==> config.mk <==
export PLATFORM = sky130hd
export DESIGN_NAME = con_ff_unit_flat
export DESIGN_NICKNAME = d
export VERILOG_FILES = /design/src/rtl/con_ff_unit_pkg.sv /design/src/rtl/con_ff_unit_if.sv /design/src/rtl/con_ff_unit_cond_eval.sv /design/src/rtl/con_ff_unit.sv /design/src/flat_wrapper.sv
export SDC_FILE = /design/constraint.sdc
export NUM_CORES = 1
export LEC_CHECK = 0
export ABC_CLOCK_PERIOD_IN_PS = 3700
export BUFFER_PORTS_ARGS = -buffer_cell sky130_fd_sc_hd__buf_4
export CORE_MARGIN = 5
export CORE_UTILIZATION = 49
export CTS_CLUSTER_SIZE = 12
export DETAILED_ROUTE_END_ITERATION = 12
export GPL_TIMING_DRIVEN = 1
export MAX_ROUTING_LAYER = met4
export PLACE_DENSITY = 0.85
export SLEW_MARGIN = 10
export SYNTH_ARGS = -nofsm -noshare
export SYNTH_HDL_FRONTEND = slang
export SYNTH_HIERARCHICAL = 1
export SYNTH_SLANG_ARGS = --single-unit
export TNS_END_PERCENT = 5
==> constraint.sdc <==
create_clock -name clk -period 3.7 [get_ports clk]
set_clock_uncertainty 0.2 [all_clocks]
set_input_delay 0.185 -clock clk [delete_from_list [all_inputs] [get_ports clk]]
set_output_delay 0.185 -clock clk [all_outputs]
set_load 0.005 [all_outputs]
==> src/rtl/con_ff_unit_pkg.sv <==
// Shared definitions for the CON flip-flop unit: branch condition codes and
// the legal parameter ranges of the unit.
package con_ff_unit_pkg;

  // Branch condition codes as they appear in the IR condition field.
  // With a 2-bit field only the first four codes are reachable.
  typedef enum logic [2:0] {
    COND_ZR = 3'b000,  // operand == 0
    COND_NZ = 3'b001,  // operand != 0
    COND_PL = 3'b010,  // operand >= 0 (zero counts as positive)
    COND_MI = 3'b011,  // operand < 0
    COND_AL = 3'b100,  // always
    COND_NV = 3'b101,  // never
    COND_GT = 3'b110,  // operand > 0
    COND_LE = 3'b111   // operand <= 0
  } cond_e;

  localparam int COND_W_MIN = 2;
  localparam int COND_W_MAX = 3;
  localparam int LAT_MIN    = 1;
  localparam int LAT_MAX    = 2;

endpackage

==> src/rtl/con_ff_unit_if.sv <==
// Control-unit side bundle of the CON unit: evaluate/clear strobes and
// operands towards the unit, flag, status and performance counters back.
interface con_ff_unit_if #(
  parameter int IR_W   = 32,
  parameter int DATA_W = 32,
  parameter int CNT_W  = 16
);
  logic              con_in;
  logic              con_clr;
  logic [IR_W-1:0]   ir;
  logic [DATA_W-1:0] bus_in;
  logic              cnt_clr;
  logic              con_out;
  logic              con_valid;
  logic              busy;
  logic [CNT_W-1:0]  taken_cnt;
  logic [CNT_W-1:0]  ntaken_cnt;

  modport master (
    output con_in, con_clr, ir, bus_in, cnt_clr,
    input  con_out, con_valid, busy, taken_cnt, ntaken_cnt
  );

  modport slave (
    input  con_in, con_clr, ir, bus_in, cnt_clr,
    output con_out, con_valid, busy, taken_cnt, ntaken_cnt
  );
endinterface

==> src/rtl/con_ff_unit_cond_eval.sv <==
// Combinational branch-condition evaluator. Tests the operand's sign bit and
// zero-ness against the condition code; all relations are signed via the MSB.
module con_cond_eval
  import con_ff_unit_pkg::*;
#(
  parameter int DATA_W = 32,
  parameter int COND_W = 2
) (
  input  logic [COND_W-1:0] cond,
  input  logic [DATA_W-1:0] operand,
  output logic              result
);

  logic  sign_s;
  logic  zero_s;
  cond_e code_s;

  assign sign_s = operand[DATA_W-1];
  assign zero_s = (operand == {DATA_W{1'b0}});
  // A 2-bit field zero-extends, so it can only select the four basic codes.
  assign code_s = cond_e'(3'(cond));

  // Condition truth table
  always_comb begin
    result = 1'b0;
    case (code_s)
      COND_ZR: result = zero_s;
      COND_NZ: result = ~zero_s;
      COND_PL: result = ~sign_s;
      COND_MI: result = sign_s;
      COND_AL: result = 1'b1;
      COND_NV: result = 1'b0;
      COND_GT: result = ~sign_s & ~zero_s;
      COND_LE: result = sign_s | zero_s;
      default: result = 1'b0;
    endcase
  end

endmodule

==> src/rtl/con_ff_unit.sv <==
// CON flip-flop unit: samples the IR condition field and the register under
// test on con_in, evaluates after one or two cycles, holds the registered
// taken flag with a valid bit and counts taken/not-taken results.
module con_ff_unit
  import con_ff_unit_pkg::*;
#(
  parameter int DATA_W   = 32,
  parameter int IR_W     = 32,
  parameter int COND_LSB = 19,
  parameter int COND_W   = 2,
  parameter int LATENCY  = 1,
  parameter int CNT_W    = 16
) (
  input logic         clk,
  input logic         clr,
  con_ff_unit_if.slave bus
);

  localparam logic [CNT_W-1:0] CNT_MAX = {CNT_W{1'b1}};
  localparam logic [CNT_W-1:0] CNT_ONE = {{(CNT_W-1){1'b0}}, 1'b1};

  // Reject configurations the datapath cannot build.
  if (COND_W < COND_W_MIN || COND_W > COND_W_MAX) begin : g_bad_cond_w
    $error("con_ff_unit: COND_W=%0d unsupported (2 or 3)", COND_W);
  end
  if (LATENCY < LAT_MIN || LATENCY > LAT_MAX) begin : g_bad_latency
    $error("con_ff_unit: LATENCY=%0d unsupported (1 or 2)", LATENCY);
  end
  if (COND_LSB + COND_W > IR_W) begin : g_bad_field
    $error("con_ff_unit: condition field exceeds IR width");
  end

  logic [COND_W-1:0] eval_cond_s;
  logic [DATA_W-1:0] eval_op_s;
  logic              done_s;
  logic              result_s;
  logic              con_out_r;
  logic              con_valid_r;
  logic [CNT_W-1:0]  taken_r;
  logic [CNT_W-1:0]  ntaken_r;

  if (LATENCY == 2) begin : g_lat2
    logic              stage_vld_r;
    logic [COND_W-1:0] stage_cond_r;
    logic [DATA_W-1:0] stage_op_r;

    // Operand capture stage; a new con_in may enter every cycle
    always_ff @(posedge clk or posedge clr) begin
      if (clr) begin
        stage_vld_r  <= 1'b0;
        stage_cond_r <= {COND_W{1'b0}};
        stage_op_r   <= {DATA_W{1'b0}};
      end else begin
        stage_vld_r <= bus.con_in;
        if (bus.con_in) begin
          stage_cond_r <= bus.ir[COND_LSB +: COND_W];
          stage_op_r   <= bus.bus_in;
        end
      end
    end

    assign eval_cond_s = stage_cond_r;
    assign eval_op_s   = stage_op_r;
    assign done_s      = stage_vld_r;
    assign bus.busy    = stage_vld_r;
  end else begin : g_lat1
    assign eval_cond_s = bus.ir[COND_LSB +: COND_W];
    assign eval_op_s   = bus.bus_in;
    assign done_s      = bus.con_in;
    assign bus.busy    = 1'b0;
  end

  con_cond_eval #(
    .DATA_W (DATA_W),
    .COND_W (COND_W)
  ) u_eval (
    .cond    (eval_cond_s),
    .operand (eval_op_s),
    .result  (result_s)
  );

  // CON flag: a completing result has priority over con_clr
  always_ff @(posedge clk or posedge clr) begin
    if (clr) begin
      con_out_r   <= 1'b0;
      con_valid_r <= 1'b0;
    end else if (done_s) begin
      con_out_r   <= result_s;
      con_valid_r <= 1'b1;
    end else if (bus.con_clr) begin
      con_out_r   <= 1'b0;
      con_valid_r <= 1'b0;
    end
  end

  // Saturating performance counters; cnt_clr swallows a coincident result
  always_ff @(posedge clk or posedge clr) begin
    if (clr) begin
      taken_r  <= {CNT_W{1'b0}};
      ntaken_r <= {CNT_W{1'b0}};
    end else if (bus.cnt_clr) begin
      taken_r  <= {CNT_W{1'b0}};
      ntaken_r <= {CNT_W{1'b0}};
    end else if (done_s) begin
      if (result_s) begin
        if (taken_r != CNT_MAX) begin
          taken_r <= taken_r + CNT_ONE;
        end
      end else begin
        if (ntaken_r != CNT_MAX) begin
          ntaken_r <= ntaken_r + CNT_ONE;
        end
      end
    end
  end

  assign bus.con_out    = con_out_r;
  assign bus.con_valid  = con_valid_r;
  assign bus.taken_cnt  = taken_r;
  assign bus.ntaken_cnt = ntaken_r;

endmodule
==> src/flat_wrapper.sv <==
// flat-port wrapper written by rule: the top's interface ports become plain ports
module con_ff_unit_flat import con_ff_unit_pkg::*;
#(
  parameter int DATA_W   = 32,
  parameter int IR_W     = 32,
  parameter int COND_LSB = 19,
  parameter int COND_W   = 2,
  parameter int LATENCY  = 1,
  parameter int CNT_W    = 16
)
  (clk, clr, bus_con_in, bus_con_clr, bus_ir, bus_bus_in, bus_cnt_clr, bus_con_out, bus_con_valid, bus_busy, bus_taken_cnt, bus_ntaken_cnt);
  con_ff_unit_if #(.IR_W(IR_W), .DATA_W(DATA_W), .CNT_W(CNT_W)) bus_i ();
  input logic clk;
  input logic clr;
  input wire logic [$bits(bus_i.con_in)-1:0] bus_con_in;
  input wire logic [$bits(bus_i.con_clr)-1:0] bus_con_clr;
  input wire logic [$bits(bus_i.ir)-1:0] bus_ir;
  input wire logic [$bits(bus_i.bus_in)-1:0] bus_bus_in;
  input wire logic [$bits(bus_i.cnt_clr)-1:0] bus_cnt_clr;
  output wire logic [$bits(bus_i.con_out)-1:0] bus_con_out;
  output wire logic [$bits(bus_i.con_valid)-1:0] bus_con_valid;
  output wire logic [$bits(bus_i.busy)-1:0] bus_busy;
  output wire logic [$bits(bus_i.taken_cnt)-1:0] bus_taken_cnt;
  output wire logic [$bits(bus_i.ntaken_cnt)-1:0] bus_ntaken_cnt;
  assign bus_i.con_in = bus_con_in;
  assign bus_i.con_clr = bus_con_clr;
  assign bus_i.ir = bus_ir;
  assign bus_i.bus_in = bus_bus_in;
  assign bus_i.cnt_clr = bus_cnt_clr;
  assign bus_con_out = bus_i.con_out;
  assign bus_con_valid = bus_i.con_valid;
  assign bus_busy = bus_i.busy;
  assign bus_taken_cnt = bus_i.taken_cnt;
  assign bus_ntaken_cnt = bus_i.ntaken_cnt;
  con_ff_unit #(.DATA_W(DATA_W), .IR_W(IR_W), .COND_LSB(COND_LSB), .COND_W(COND_W), .LATENCY(LATENCY), .CNT_W(CNT_W)) u_core (.clk(clk), .clr(clr), .bus(bus_i));
endmodule
[Word-level counts from Yosys, hierarchy flattened]
Index checks and enable logic that the tools add are counted.
Cells by class
  add/sub/neg operators: 2
  $mul: 0
  divide/modulo/power cells: 0
  magnitude comparators: 0
  eq/ne operators: 6
  shift-type cells: 0
  muxes and demuxes: 12
  bitwise operators: 2
  reduce and logical (&&, ||, !) cells: 9
Operator list (number)
  two-way mux 16 bit: 8
  adder 16 x 1 -> 16 bit, second input constant: 2
  logical NOT 32 bit: 1
  inequality test 16 bit, second input constant: 2
  nonzero test 2 bit: 5
  AND reduction 3 bit: 2
  == test 2 bit, second input constant: 2
  one-hot mux 1 bit (4 select lines): 1
  logical NOT 3 bit: 1
  two-way mux 1 bit: 3
  == test 2 x 1 -> 1 bit, second input constant: 1
  inequality test 2 bit, second input constant: 1
  NOT 1 bit: 2
Storage, ports and cells
  bits in registers: 34
  bits in latches: 0
  memory bits (writable): 0
  memory bits (read-only): 0
  output and inout bits: 35
  word-level logic and storage cells: 35
  memories: 0

[Longest topological paths before layout]
Gate-level depths: netlist of run 1.
  word-level depth: 6
  depth in mapped cells: 9

[Cells and area by module]
Netlist of run 1, hierarchy kept.
By module, submodules not included
  con_ff_unit: times used 1, cells each 212, area each 1944.4 µm², sequential area each 850.8 µm²
  con_cond_eval: times used 1, cells each 15, area each 95.1 µm², sequential area each 0.0 µm²

[Worst setup path before layout of run 1]
OpenSTA, ideal clock, no wires.
  path kind: input to register
  start: in bus_bus_in[5]
  end: reg u_core.taken_r[15], in the netlist u_core/bus.taken_cnt[15]
  library setup time: 0.120 ns
  arrival time: 2.503 ns
  data required time: 3.380 ns
  slack: 0.877 ns
  stages: 9
  cell sequence: nor4_1 > nand4_1 > o32ai_1 > xor2_1 > nand2_1 > or4_1 > buf_2 > or4_1 > and3_1
Between the ends
  cells in the longest elaborated chain, start to end: 5
Ends and longest elaborated chain
  from (decl): RTL line flat_wrapper.sv:18  | input wire logic [$bits(bus_i.bus_in)-1:0] bus_bus_in;
  logical NOT 32 bit (*): RTL line con_ff_unit_cond_eval.sv:19  | assign zero_s = (operand == {DATA_W{1'b0}});
  NOT 1 bit
  one-hot mux 1 bit (4 select lines) (*): RTL line con_ff_unit_cond_eval.sv:26  | case (code_s)
  net u_core.result_s: RTL line con_ff_unit.sv:36  | logic result_s;
  nonzero test 2 bit (no source line) (*)
  AND reduction 3 bit (no source line) (*)
  to (signal assigned): RTL line con_ff_unit.sv:99  | taken_r <= {CNT_W{1'b0}};
  to (signal assigned): RTL line con_ff_unit.sv:102  | taken_r <= {CNT_W{1'b0}};
  to (signal assigned): RTL line con_ff_unit.sv:107  | taken_r <= taken_r + CNT_ONE;
  to (decl): RTL line con_ff_unit.sv:39  | logic [CNT_W-1:0] taken_r;
The timed path passes the listed nets; every way through them passes the cells marked *.
A chain may end at the register's enable or synchronous reset.

[Final worst setup path of run 1]
Same ends and word-level chain as after synthesis.

==> results of run 1 <==
[final cells by class]
class	count	area [sq um]
timing repair buffer	78	596
tap	50	62.6
multi-input combinational	176	1120
inverter	8	30.0
fill	349	1290
clock buffer	7	76.3
sequential	34	851
[worst max-delay path, delay by kind of cell]
kind | cells | cell delay (ps)
and+or+nand+nor | 6 | 2030
xor gates and xnor gates | 1 | 340
AOI/OAI and AO/OA | 1 | 320
buffers and inverters | 1 | 110
[worst min path at each step]
stage,to,from,depth (start not counted)
after floorplan,u_core/bus.con_valid,bus_con_in,1
after global placement,u_core/bus.taken_cnt[13],clr,2
after detailed placement,u_core/bus.taken_cnt[13],clr,2
after CTS,u_core/bus.taken_cnt[7],bus_cnt_clr,2
after global routing,u_core/bus.ntaken_cnt[8],bus_cnt_clr,2
final,u_core/bus.taken_cnt[9],bus_cnt_clr,2
[where the power goes]
group | switching [mW] | internal (mW) | leakage (nW) | total (mW)
Sequential | 0.00666 | 0.377 | 0.469 | 0.383
Combinational | 0.0383 | 0.0461 | 0.680 | 0.0844
Clock | 0.131 | 0.130 | 0.0383 | 0.261
Total | 0.176 | 0.552 | 1.19 | 0.728
[registers in the layout (all words and copies together), names as in the netlist]
| signal | flops |
|---|---|
| u_core/bus.con_out | 1 |
| u_core/bus.taken_cnt | 16 |
| u_core/bus.ntaken_cnt | 16 |
| u_core/bus.con_valid | 1 |
[cell families (layout without fill, tap and decap cells)]
group	after synthesis	after routing
xor gates and xnor gates	1	1
adders and majority gates	2	2
other	1	1
and+or+nand+nor	115	115
buffers and inverters	17	93
DFF	34	34
AOI/OAI and AO/OA	46	46
muxes	11	11
[Yosys cell counts (all sizes together)]
cell type / n / share of area [%]
o32ai: 1 / 0.43
buf: 2 / 0.61
and4: 2 / 0.86
nor4: 13 / 4.6
o41ai: 1 / 0.43
nor2: 16 / 2.9
dfrtp: 34 / 42
a21oi: 16 / 3.9
nand2: 18 / 3.3
a41oi: 1 / 0.43
nor2b: 12 / 3.7
nor4b: 2 / 0.86
nand4b: 1 / 0.43
a21o: 1 / 0.37
nand4: 11 / 3.7
nand3b: 1 / 0.37
o311ai: 3 / 1.3
o21a: 2 / 0.74
mux2i: 2 / 0.98
ha: 2 / 1.2
o31ai: 8 / 2.9
mux2: 9 / 5.0
a211oi: 2 / 0.74
inv: 8 / 1.5
and3: 2 / 0.61
or4: 10 / 3.7
o21ai: 6 / 1.5
or3: 8 / 2.5
or2: 1 / 0.31
nor3: 8 / 2.0
a31oi: 2 / 0.61
xor2: 1 / 0.43
nand3: 10 / 2.7
o31a: 2 / 0.86
conb: 1 / 0.18
clkbuf: 7 / 1.3
a311oi: 1 / 0.43
[metrics by stage]
step / cells / power, mW / util [%] / setup slack [ps] / hold slack [ps]
6_report: 353 / 0.728 / 67.9 / 674 / 127
2_1_floorplan: 227 / 0.422 / - / 877 / 77.3
5_1_grt: 353 / 0.759 / 67.9 / 513 / 147
4_1_cts: 353 / 0.736 / 67.9 / 699 / 124
3_3_place_gp: 342 / 0.469 / 65.0 / 459 / 214
3_5_place_dp: 342 / 0.472 / 65.0 / 392 / 230
[layer usage]
| layer | global-route usage, % | vias to the layer above |
|---|---|---|
| li1 | - | 1019 |
| met1 | 26.3 | 1000 |
| met2 | 37.5 | 107 |
| met3 | 4.05 | 8 |
| met4 | 6.32 | 0 |
| met5 | - | - |
==> flow_metrics.tcl, run 1 <==
set metrics [dict create \
    synthesis.nets 298 \
    critical_path.startpoint "bus_bus_in[5]" \
    hold_class "primary input to flop" \
    crit_fanout 8 \
    final.period_utilization_pct 81.8 \
    cp_data_arrival_time_ps 3000 \
    r2r_end "u_core/bus.taken_cnt[15]" \
    clkSinkCount 34 \
    drt-wirelength-per-cell_um 15.5 \
    m1WireLength_mm 2.26 \
    cts_made_buffers 5 \
    grt_antenna_before_repair 0 \
    grt_max_degree 39 \
    vias_per_cell 6.05 \
    ios 104 \
    slew_violations 0 \
    drt_drc_violations_left 0 \
    initial_utilization_pct 50.6 \
    cp.required_ps 3680 \
    rows 23 \
    grt_overflow_total 0 \
    cpMostUsedCell "or4_1" \
    drtIter0Drc 241 \
    peakVddDrop_v 0.000175 \
    area_growth_pct 34.1 \
    diodes 0 \
    slew_headroom_pct 29.7 \
    drive_gt1_share_pct 30.7 \
    worstMarginPinSlew_ps 1040 \
    tns_ps 0 \
    r2r_slack_ps 1430 \
    post_cts_resized 0 \
    place_area_sq_um 2620 \
    p_leak_nw 1.19 \
    synth_compound_area_share_pct 14.7 \
    cts_tree "yes" \
    hpwlAfterDp_mm 3.97 \
    synthMuxAreaShare_pct 5.95 \
    rsz0062_at_grt "no" \
    clockBufferDepth 2 \
    core_area_sq_um 4030 \
    top_layer "met4" \
    endpoint "u_core/bus.taken_cnt[15]" \
    post_cts_buffers 0 \
    place_congestion 0.841 \
    max_freq_mhz 331 \
    r2r-start "u_core/bus.taken_cnt[3]" \
    die_h_um 74.5 \
    critPathCaptureType "flop" \
    num_vias 2134 \
    die_width_um 74.5 \
    grt_pass1_vias 2054 \
    yosysSeqAreaShare_pct 41.7 \
    timing_worst_setup_path_type "primary input to flop" \
    synth-adder-area-share_pct 1.23 \
    wl_met2_mm 2.73 \
    grt_pass1_wl_mm 9.23 \
    path_cells "buf_4, nor4_1, nand4_1, o32ai_1, xor2_1, nand2_1, or4_1, or4_1, and3_1" \
    clk_latency_ps 280 \
    cap_violations 0 \
    netlist_instances 227 \
    status "complete, no violations" \
    clockRootBuffer "clkbuf_8" \
    final_common_cell "buf_4" \
    dr_wl_met3_um 431 \
    crit_slowest_cell "or4_1" \
    netlist_area_sq_um 2040 \
    hold_viol 0 \
    synth_top_family_by_area "simple AND/OR/NAND/NOR gates" \
    nets 374 \
    wl_mm 5.49 \
    place.port_buffers 72 \
    synth.ff_latch_count 34 \
    r2r_cells 4 \
    cpPeakStageDelay_ps 640 \
    finalCriticalPeriod_ps 3030 \
    fin_area_sq_um 2740 \
    powerDensity_nw_per_um2 266 \
    dieArea_sq_um 5550 \
    postCtsHoldBufs 4 \
    synth-xor-area-share_pct 0.429 \
    htreeDepth 2 \
    yosys.area_share.simple_pct 32.5 \
    synth_area_per_cell_sq_um 8.98 \
    first_pass_iters 4 \
    antenna_left 0 \
    synth_warnings 6 \
    grt_usage_pct 21.9 \
    yosysUniqueCellTypes 41 \
    setup_viol 0 \
    mostFrequentLayoutCells "74 x buf_4, 34 x dfrtp_1, 18 x nand2_1, 16 x a21oi_1, 16 x nor2_1" \
    clk_pin_slew_ps 70 \
    worst_setup_path_start_kind "primary input" \
]
No activity file was read; power rests on OpenSTA's default activity.
==> run 2: changes to the inputs <==
--- a/config.mk
+++ b/config.mk
@@ -5,15 +5,15 @@
 export SDC_FILE = /design/constraint.sdc
 export NUM_CORES = 1
 export LEC_CHECK = 0
-export ABC_CLOCK_PERIOD_IN_PS = 3700
+export ABC_CLOCK_PERIOD_IN_PS = 3000
 export BUFFER_PORTS_ARGS = -buffer_cell sky130_fd_sc_hd__buf_4
 export CORE_MARGIN = 5
-export CORE_UTILIZATION = 49
+export CORE_UTILIZATION = 46
 export CTS_CLUSTER_SIZE = 12
 export DETAILED_ROUTE_END_ITERATION = 12
 export GPL_TIMING_DRIVEN = 1
 export MAX_ROUTING_LAYER = met4
-export PLACE_DENSITY = 0.85
+export PLACE_DENSITY = 0.81
 export SLEW_MARGIN = 10
 export SYNTH_ARGS = -nofsm -noshare
 export SYNTH_HDL_FRONTEND = slang
==> constraint.sdc (replaced) <==
create_clock -name clk -period 3 [get_ports clk]
set_clock_uncertainty 0.2 [all_clocks]
set_input_delay 0.15 -clock clk [delete_from_list [all_inputs] [get_ports clk]]
set_output_delay 0.15 -clock clk [all_outputs]
set_load 0.005 [all_outputs]
==> flow_metrics.tcl, run 2 (synthesis results as in run 1) <==
set metrics [dict create \
    critical-path-top-delay-family "simple AND/OR/NAND/NOR gates" \
    critPathBufInv 2 \
    nets 381 \
    wl_met2_mm 2.68 \
    fillCellCount 412 \
    grt_antenna_before_repair 0 \
    area_growth_pct 37.5 \
    setup_ws_ps 261 \
    setup_viol 0 \
    cap_violations 0 \
    max_freq_mhz 365 \
    r2r_cells 5 \
    core_area_sq_um 4320 \
    status "complete, no violations" \
    diodes 0 \
    cpPeakStageDelay_ps 570 \
    first_pass_iters 5 \
    timing.hold.ws_ps 92.4 \
    place_area_sq_um 2670 \
    vias_per_cell 5.91 \
    die_h_um 76.6 \
    die_width_um 76.6 \
    clockRootBuffer "clkbuf_8" \
    cts_made_buffers 5 \
    p_leak_nw 1.23 \
    htreeDepth 2 \
    final.period_utilization_pct 91.3 \
    fin_area_sq_um 2810 \
    cp_data_arrival_time_ps 2750 \
    m1WireLength_mm 2.33 \
    critPathCaptureType "flop" \
    grt_usage_pct 19.2 \
    r2r_end "u_core/bus.taken_cnt[9]" \
    drt_drc_violations_left 0 \
    wl_mm 5.50 \
    dr_wl_met3_um 395 \
    dp_slack_ps -85.4 \
    cts_tree "yes" \
    worstMarginPinSlew_ps 899 \
    mostFrequentLayoutCells "81 x buf_4, 34 x dfrtp_1, 18 x nand2_1, 16 x a21oi_1, 16 x nor2_1" \
    post_cts_resized 0 \
    rsz0062_at_grt "no" \
    timing_worst_setup_path_type "primary input to flop" \
    hold_viol 0 \
    slew_headroom_pct 39.3 \
    drtIter0Drc 160 \
    crit_fanout 5 \
    place_congestion 0.885 \
    powerDensity_nw_per_um2 334 \
    final_common_cell "buf_4" \
    initial_utilization_pct 47.2 \
    post_cts_buffers 0 \
    dieArea_sq_um 5870 \
    slew_violations 0 \
    crit_slowest_cell "or4_1" \
    worst_setup_path_start_kind "primary input" \
    drive_gt1_share_pct 32.8 \
    rows 24 \
    grt_pass1_vias 2093 \
    clk_latency_ps 290 \
    tns_ps 0 \
    antenna_left 0 \
    grt_overflow_total 0 \
    clockBufferDepth 2 \
    hold_class "primary input to flop" \
    clk_pin_slew_ps 70 \
    path_cells "buf_4, nor4_1, nand4_1, o32ai_1, xor2_1, nand2_1, or4_1, buf_4, or4_1, a21oi_1" \
    grt_max_degree 39 \
    ios 104 \
    finalCriticalPeriod_ps 2740 \
    r2r-start "u_core/bus.taken_cnt[2]" \
    r2r_slack_ps 750 \
    postLayoutCoreUtil_pct 64.9 \
    num_vias 2147 \
    clkSinkCount 34 \
    cp.required_ps 3010 \
    grt_pass1_wl_mm 9.16 \
    drt-wirelength-per-cell_um 15.2 \
    endpoint "u_core/bus.taken_cnt[9]" \
    peakVddDrop_v 0.000238 \
    critical_path_depth 10 \
    critical_path.startpoint "bus_bus_in[9]" \
    postCtsHoldBufs 4 \
    hpwlAfterDp_mm 4.05 \
    place.port_buffers 72 \
    top_layer "met4" \
]
## run 2: cell types whose count changed in the layout (fill, tap and decap cells not counted)
cell | previous run | this run
buf_4 | 74 | 81
clkbuf_8 | 5 | 6
clkbuf_1 | 2 | 1
clkinv_2 | 0 | 1
## run 2: through the flow
stage                     power, mW  instances
final                         0.938        363
after global routing          0.982        363
after CTS                     0.947        363
after detailed placement      0.587        351
after global placement        0.585        351
after floorplan               0.520        227
## run 2: routing by layer
layer / track usage [%] / vias up
li1: - / 1025
met1: 22.1 / 1005
met2: 32.3 / 105
met3: 3.78 / 12
met4: 8.39 / 0
met5: - / -
## run 2: report_power, final
group / leakage (nW) / switching [mW] / internal, mW / total, mW
Sequential: 0.469 / 0.00828 / 0.465 / 0.473
Combinational: 0.711 / 0.0485 / 0.0610 / 0.110
Clock: 0.0482 / 0.170 / 0.185 / 0.355
Total: 1.23 / 0.227 / 0.711 / 0.938
## run 2: worst min-delay path by stage
stage / cells after the start / slack, ps / end / from
floorplan: 1 / 40 / u_core/bus.con_valid / bus_con_in
global placement: 3 / 80 / u_core/bus.taken_cnt[13] / clr
detailed placement: 3 / 80 / u_core/bus.taken_cnt[13] / clr
CTS: 2 / 90 / u_core/bus.ntaken_cnt[14] / bus_cnt_clr
global route: 2 / 100 / u_core/bus.ntaken_cnt[3] / bus_cnt_clr
finish: 2 / 90 / u_core/bus.ntaken_cnt[14] / bus_cnt_clr
## run 2: final cells by class
type,instances,area (sq um),area share [%]
well taps,52,65.1,2.32
flip-flops and latches,34,851,30.3
multi-input cells,176,1120,39.9
clock inverters,1,5.00,0.178
repair buffers,85,648,23.1
inverters,8,30.0,1.07
clock buffers,7,86.3,3.08
